### config.mk
export PLATFORM = sky130hd
export DESIGN_NAME = simon_pattern_buffer_flat
export DESIGN_NICKNAME = d
export VERILOG_FILES = /design/src/rtl/simon_pattern_buffer_if.sv /design/src/rtl/simon_pattern_buffer.sv /design/src/flat_wrapper.sv
export SDC_FILE = /design/constraint.sdc
export NUM_CORES = 1
export LEC_CHECK = 0
export ABC_AREA = 0
export BUFFER_PORTS_ARGS = -buffer_cell sky130_fd_sc_hd__buf_4
export CAP_MARGIN = 30
export CELL_PAD_IN_SITES_DETAIL_PLACEMENT = 1
export CELL_PAD_IN_SITES_GLOBAL_PLACEMENT = 1
export CORE_MARGIN = 4
export CORE_UTILIZATION = 58
export CTS_CLUSTER_SIZE = 28
export DETAILED_ROUTE_END_ITERATION = 16
export GPL_ROUTABILITY_DRIVEN = 0
export PLACE_DENSITY_LB_ADDON = 0.1
export SLEW_MARGIN = 20
export SYNTH_ARGS = -nofsm -noshare
export SYNTH_HDL_FRONTEND = slang
export SYNTH_SLANG_ARGS = --single-unit
### constraint.sdc
create_clock -name clk -period 7.8 [get_ports clk]
set_input_delay 0.78 -clock clk [delete_from_list [all_inputs] [get_ports clk]]
set_output_delay 0.78 -clock clk [all_outputs]
set_load 0.03 [all_outputs]
### src/rtl/simon_pattern_buffer_if.sv
// Signal bundle between the Simon controller / switch pins and the pattern buffer.
// The master drives commands and the switch pattern; the slave returns flags and LED drive.
interface simon_pattern_buffer_if #(
  parameter int unsigned WIDTH  = 4,
  parameter int unsigned ADDR_W = 6
);
  logic              level;
  logic [WIDTH-1:0]  pattern;
  logic              level_ld;
  logic              clr;
  logic              append;
  logic              cur_rst;
  logic              cur_adv;
  logic              show_input;
  logic              curr_level;
  logic              cur_eq_last;
  logic              ptrn_eq_input;
  logic              is_legal;
  logic              empty;
  logic              full;
  logic [ADDR_W:0]   length;
  logic [WIDTH-1:0]  pattern_leds;

  modport master (
    output level, pattern, level_ld, clr, append, cur_rst, cur_adv, show_input,
    input  curr_level, cur_eq_last, ptrn_eq_input, is_legal, empty, full, length, pattern_leds
  );

  modport slave (
    input  level, pattern, level_ld, clr, append, cur_rst, cur_adv, show_input,
    output curr_level, cur_eq_last, ptrn_eq_input, is_legal, empty, full, length, pattern_leds
  );
endinterface

### src/rtl/simon_pattern_buffer.sv
// Circular pattern store for the Simon game: appends colours, walks a playback cursor and
// produces compare/status flags. Easy level saturates when full; hard level slides the window.
module simon_pattern_buffer #(
  parameter int unsigned WIDTH  = 4,
  parameter int unsigned ADDR_W = 6
) (
  input logic                  clk,
  input logic                  rst,
  simon_pattern_buffer_if.slave bus
);

  localparam int unsigned Depth = 2 ** ADDR_W;
  localparam logic [ADDR_W:0]   CountFull = (ADDR_W + 1)'(Depth);
  localparam logic [ADDR_W:0]   CountOne  = (ADDR_W + 1)'(1);
  localparam logic [ADDR_W-1:0] PtrOne    = ADDR_W'(1);

  logic [WIDTH-1:0]  mem_q [Depth];
  logic [ADDR_W-1:0] head_q, head_d;
  logic [ADDR_W:0]   count_q, count_d;
  logic [ADDR_W-1:0] offset_q, offset_d;
  logic              level_q, level_d;
  logic              mem_we;

  logic [ADDR_W-1:0] wr_addr;
  logic [ADDR_W-1:0] cur_addr;
  logic              is_empty;
  logic              is_full;
  logic              at_last;
  logic [WIDTH-1:0]  cur_entry;

  // When full the low count bits are zero, so the write address lands on head.
  assign wr_addr  = head_q + count_q[ADDR_W-1:0];
  assign cur_addr = head_q + offset_q;
  assign is_empty = (count_q == '0);
  assign is_full  = (count_q == CountFull);
  assign at_last  = !is_empty && ({1'b0, offset_q} == (count_q - CountOne));

  always_comb begin
    head_d   = head_q;
    count_d  = count_q;
    offset_d = offset_q;
    level_d  = bus.level_ld ? bus.level : level_q;
    mem_we   = 1'b0;

    if (bus.clr) begin
      head_d   = '0;
      count_d  = '0;
      offset_d = '0;
    end else begin
      if (bus.append) begin
        if (!is_full) begin
          mem_we  = 1'b1;
          count_d = count_q + CountOne;
        end else if (level_q) begin
          // Hard level: drop the oldest entry; offset is head-relative so the cursor follows.
          mem_we = 1'b1;
          head_d = head_q + PtrOne;
        end
      end

      if (bus.cur_rst) begin
        offset_d = '0;
      end else if (bus.cur_adv) begin
        offset_d = (is_empty || at_last) ? '0 : offset_q + PtrOne;
      end
    end
  end

  always_ff @(posedge clk) begin
    if (rst) begin
      head_q   <= '0;
      count_q  <= '0;
      offset_q <= '0;
      level_q  <= 1'b0;
    end else begin
      head_q   <= head_d;
      count_q  <= count_d;
      offset_q <= offset_d;
      level_q  <= level_d;
    end
  end

  // Storage is never cleared; count gates visibility.
  always_ff @(posedge clk) begin
    if (!rst && mem_we) begin
      mem_q[wr_addr] <= bus.pattern;
    end
  end

  assign cur_entry = is_empty ? '0 : mem_q[cur_addr];

  assign bus.curr_level    = level_q;
  assign bus.cur_eq_last   = at_last;
  assign bus.ptrn_eq_input = !is_empty && (bus.pattern == cur_entry);
  assign bus.is_legal      = (bus.pattern != '0) &&
                             ((bus.pattern & (bus.pattern - WIDTH'(1))) == '0);
  assign bus.empty         = is_empty;
  assign bus.full          = is_full;
  assign bus.length        = count_q;
  assign bus.pattern_leds  = bus.show_input ? bus.pattern : cur_entry;

endmodule

### src/flat_wrapper.sv
// flat-port wrapper written by rule: the top's interface ports become plain ports
module simon_pattern_buffer_flat 
#(
  parameter int unsigned WIDTH  = 4,
  parameter int unsigned ADDR_W = 6
)
  (clk, rst, bus_level, bus_pattern, bus_level_ld, bus_clr, bus_append, bus_cur_rst, bus_cur_adv, bus_show_input, bus_curr_level, bus_cur_eq_last, bus_ptrn_eq_input, bus_is_legal, bus_empty, bus_full, bus_length, bus_pattern_leds);
  simon_pattern_buffer_if #(.WIDTH(WIDTH), .ADDR_W(ADDR_W)) bus_i ();
  input logic clk;
  input logic rst;
  input wire logic [$bits(bus_i.level)-1:0] bus_level;
  input wire logic [$bits(bus_i.pattern)-1:0] bus_pattern;
  input wire logic [$bits(bus_i.level_ld)-1:0] bus_level_ld;
  input wire logic [$bits(bus_i.clr)-1:0] bus_clr;
  input wire logic [$bits(bus_i.append)-1:0] bus_append;
  input wire logic [$bits(bus_i.cur_rst)-1:0] bus_cur_rst;
  input wire logic [$bits(bus_i.cur_adv)-1:0] bus_cur_adv;
  input wire logic [$bits(bus_i.show_input)-1:0] bus_show_input;
  output wire logic [$bits(bus_i.curr_level)-1:0] bus_curr_level;
  output wire logic [$bits(bus_i.cur_eq_last)-1:0] bus_cur_eq_last;
  output wire logic [$bits(bus_i.ptrn_eq_input)-1:0] bus_ptrn_eq_input;
  output wire logic [$bits(bus_i.is_legal)-1:0] bus_is_legal;
  output wire logic [$bits(bus_i.empty)-1:0] bus_empty;
  output wire logic [$bits(bus_i.full)-1:0] bus_full;
  output wire logic [$bits(bus_i.length)-1:0] bus_length;
  output wire logic [$bits(bus_i.pattern_leds)-1:0] bus_pattern_leds;
  assign bus_i.level = bus_level;
  assign bus_i.pattern = bus_pattern;
  assign bus_i.level_ld = bus_level_ld;
  assign bus_i.clr = bus_clr;
  assign bus_i.append = bus_append;
  assign bus_i.cur_rst = bus_cur_rst;
  assign bus_i.cur_adv = bus_cur_adv;
  assign bus_i.show_input = bus_show_input;
  assign bus_curr_level = bus_i.curr_level;
  assign bus_cur_eq_last = bus_i.cur_eq_last;
  assign bus_ptrn_eq_input = bus_i.ptrn_eq_input;
  assign bus_is_legal = bus_i.is_legal;
  assign bus_empty = bus_i.empty;
  assign bus_full = bus_i.full;
  assign bus_length = bus_i.length;
  assign bus_pattern_leds = bus_i.pattern_leds;
  simon_pattern_buffer #(.WIDTH(WIDTH), .ADDR_W(ADDR_W)) u_core (.clk(clk), .rst(rst), .bus(bus_i));
endmodule
==> impl_metrics.py <==
metrics = {
    "run_status": {
        "status": "complete, no violations",
    },
    "finish": {
        "register_area_mm2": 0.00809,
        "final_nets": 813,
        "diodes": 0,
        "final_common_cell": "edfxtp_1",
        "final_area_mm2": 0.0135,
        "syn2layout_area_growth_pct": 12.8,
        "fillers": 1781,
        "drive_gt1_share_pct": 18.2,
        "final_cell_mix": "256 x edfxtp_1, 106 x nor2_1, 58 x nand2_1, 48 x mux4_2",
        "multi_input_area_mm2": 0.00373,
        "fin_cells": 1077,
        "fin_util_pct": 66.7,
    },
    "global_route": {
        "grt_pass1_vias": 7322,
        "grt_max_degree": 73,
        "grt_use_total_pct": 27.0,
        "antenna_found_initial": 0,
        "grt_pass1_wl_um": 45500,
        "grt-ovfl-total": 0,
    },
    "clock_tree": {
        "clk_path_buf_depth": 3,
        "cts_sinks": 276,
        "hold_buffers": 0,
        "cts_buffers": 29,
        "clock_latency_ps": 540,
        "cts-root-buf": "clkbuf_16",
        "clk_pin_slew_ps": 60,
        "post_cts_buffers": 0,
        "cts_resized": 0,
        "cts_tree": "yes",
        "htree_levels": 1,
    },
    "worst_hold_path": {
        "min_from": "rst",
        "worstHoldEndpoint": "u_core.bus.curr_level",
        "hold_depth": 2,
        "hold_class": "in -> reg",
    },
    "critical_path": {
        "worstPathArrival_ps": 4700,
        "critPathLaunch": "u_core.offset_q[0]",
        "reg2reg_depth": 9,
        "endpoint_kind": "output pin",
        "reg2reg_to": "u_core.mem_q[60][2]",
        "r2r_setup_slack_ps": 4300,
        "critPathKind": "reg -> out",
        "required_ps": 7020,
        "startpoint_type": "flip-flop",
        "cp_max_fo": 48,
        "r2r-start": "u_core.bus.length[1]",
    },
    "placement": {
        "placed_cell_area_mm2": 0.0124,
        "dp_cells": 1021,
        "port_buffers": 29,
        "dpl.hpwl_um": 18600,
    },
    "synthesis": {
        "yosys.area.top_type_share_pct": 64.1,
        "synth_nets": 777,
        "yosys-top-cells-area": "edfxtp_1 64%, mux4_2 9.0%, dfxtp_1 3.3%",
        "yosysWarnings": 0,
        "synth_seq_cells": 276,
        "synthFlopType": "edfxtp_1",
        "yosysSeqAreaShare_pct": 67.4,
        "syn_area_mm2": 0.0120,
        "synth_cells": 748,
        "synth_top_area_cell": "edfxtp_1",
        "synthDistinctLibCells": 62,
        "synth_edf_count": 256,
        "async_flop_share_pct": 0,
        "syn_area_per_cell_um2": 16.0,
    },
    "route": {
        "vias": 6897,
        "dr.pass1.iters": 5,
        "drtIter0Drc": 532,
        "drcViolationCount": 0,
        "detail-route-antenna-nets": 0,
        "vias_per_cell": 6.40,
        "wl_um": 29800,
        "wl_per_cell_um": 27.7,
    },
    "floorplan": {
        "core-area_mm2": 0.0203,
        "die_w_um": 152,
        "die_area_mm2": 0.0230,
        "pin_count": 30,
        "num_rows": 52,
        "initial_core_util_pct": 59.1,
        "die_height_um": 152,
    },
    "sta": {
        "drv_slew": 0,
        "fin_setup_tns_ps": 0,
        "rsz0062_at_grt": "false",
        "max_slew_margin_pct": 37.2,
        "fmax_mhz": 182,
        "finalCriticalPeriod_ps": 5480,
        "hold_viol": 0,
        "tightest_slew_ps": 939,
        "finClkSkew_ps": 10.9,
        "setup_violations": 0,
        "post-route-period-util_pct": 70.3,
    },
    "pwr": {
        "power.leakage_nw": 4.43,
        "power_density_mw_per_mm2": 235,
        "ir_drop_v": 0.000217,
    },
    "flow_run": {
        "maxCapViolCount": 0,
    },
}
worst max-delay path: stages (launching register included):
cell and delay (ps):
dfxtp_1 480, ha_4 180, inv_1 50, fa_2 420, xnor2_4 170, buf_4 640
mux4_1 700, mux2i_1 260, mux4_2 340, mux2_2 360, o31ai_2 270, nor3_2 80
buf_4 170
power breakdown:
part | switching [W] | leakage, nW | internal, W | total [W]
logic | 0.0000499 | 1.47 | 0.0000193 | 0.0000691
registers | 0.00000162 | 2.46 | 0.00162 | 0.00162
clock network | 0.000574 | 0.497 | 0.000921 | 0.00150
total | 0.000625 | 4.43 | 0.00256 | 0.00318
flip-flops by register name (all words and copies together) (netlist names):
| register | cells |
|---|---|
| u_core.bus.curr_level | 1 |
| u_core.bus.length | 7 |
| u_core.head_q | 6 |
| u_core.mem_q | 256 |
| u_core.offset_q | 6 |
layout make-up:
| cell class | count | area share (%) |
|---|---|---|
| Timing Repair Buffer | 34 | 2.13 |
| Multi-Input combinational cell | 430 | 27.6 |
| Inverter | 13 | 0.361 |
| Clock inverter | 17 | 2.08 |
| Tap cell | 270 | 2.50 |
| Sequential cell | 276 | 59.8 |
| Clock buffer | 37 | 5.59 |
kinds of logic (layout without fill, tap and decap cells):
group                    after synthesis  after routing  synth area share, %
buffers and inverters                 42            101                 1.73
flip-flops                           276            276                 67.4
AND/OR/NAND/NOR                      224            224                 8.14
AO/OA/AOI/OAI                         60             60                 3.66
adder cells (fa/ha/maj)               16             16                 1.79
multiplexers                          93             93                 14.2
XOR/XNOR                              37             37                 3.08
synth_stat cells, drive strengths merged (14+ instances only):
cell type,n
nand3,18
buf,18
dfxtp,20
xor2,16
ha,14
edfxtp,256
mux4,58
xnor2,21
nand2,58
mux2i,32
nor2,107
through the flow:
stage | power (W) | hold WS (ps) | setup slack (ps)
global placement | 0.00171 | 526 | 2850
floorplan | 0.00168 | 530 | 3650
CTS | 0.00320 | 392 | 2110
global route | 0.00328 | 399 | 2170
detailed placement | 0.00172 | 564 | 2700
finish | 0.00318 | 414 | 2320
how the worst max path moves through the flow:
stage,end
after floorplan,bus_pattern_leds[2]
after global placement,bus_pattern_leds[3]
after detailed placement,bus_pattern_leds[3]
after CTS,bus_ptrn_eq_input
after global routing,bus_ptrn_eq_input
final,bus_ptrn_eq_input
metal layers:
layer / wire (um) / global-route usage (%) / share of wire, % / vias to the layer above
li1: - / - / - / 2987
met1: 12000 / 36.8 / 40 / 3577
met2: 15000 / 45.2 / 50 / 268
met3: 1890 / 4.67 / 6.3 / 65
met4: 921 / 8.13 / 3.1 / 0
met5: 0 / 0 / 0 / -
No activity file was read; power rests on OpenSTA's default activity.
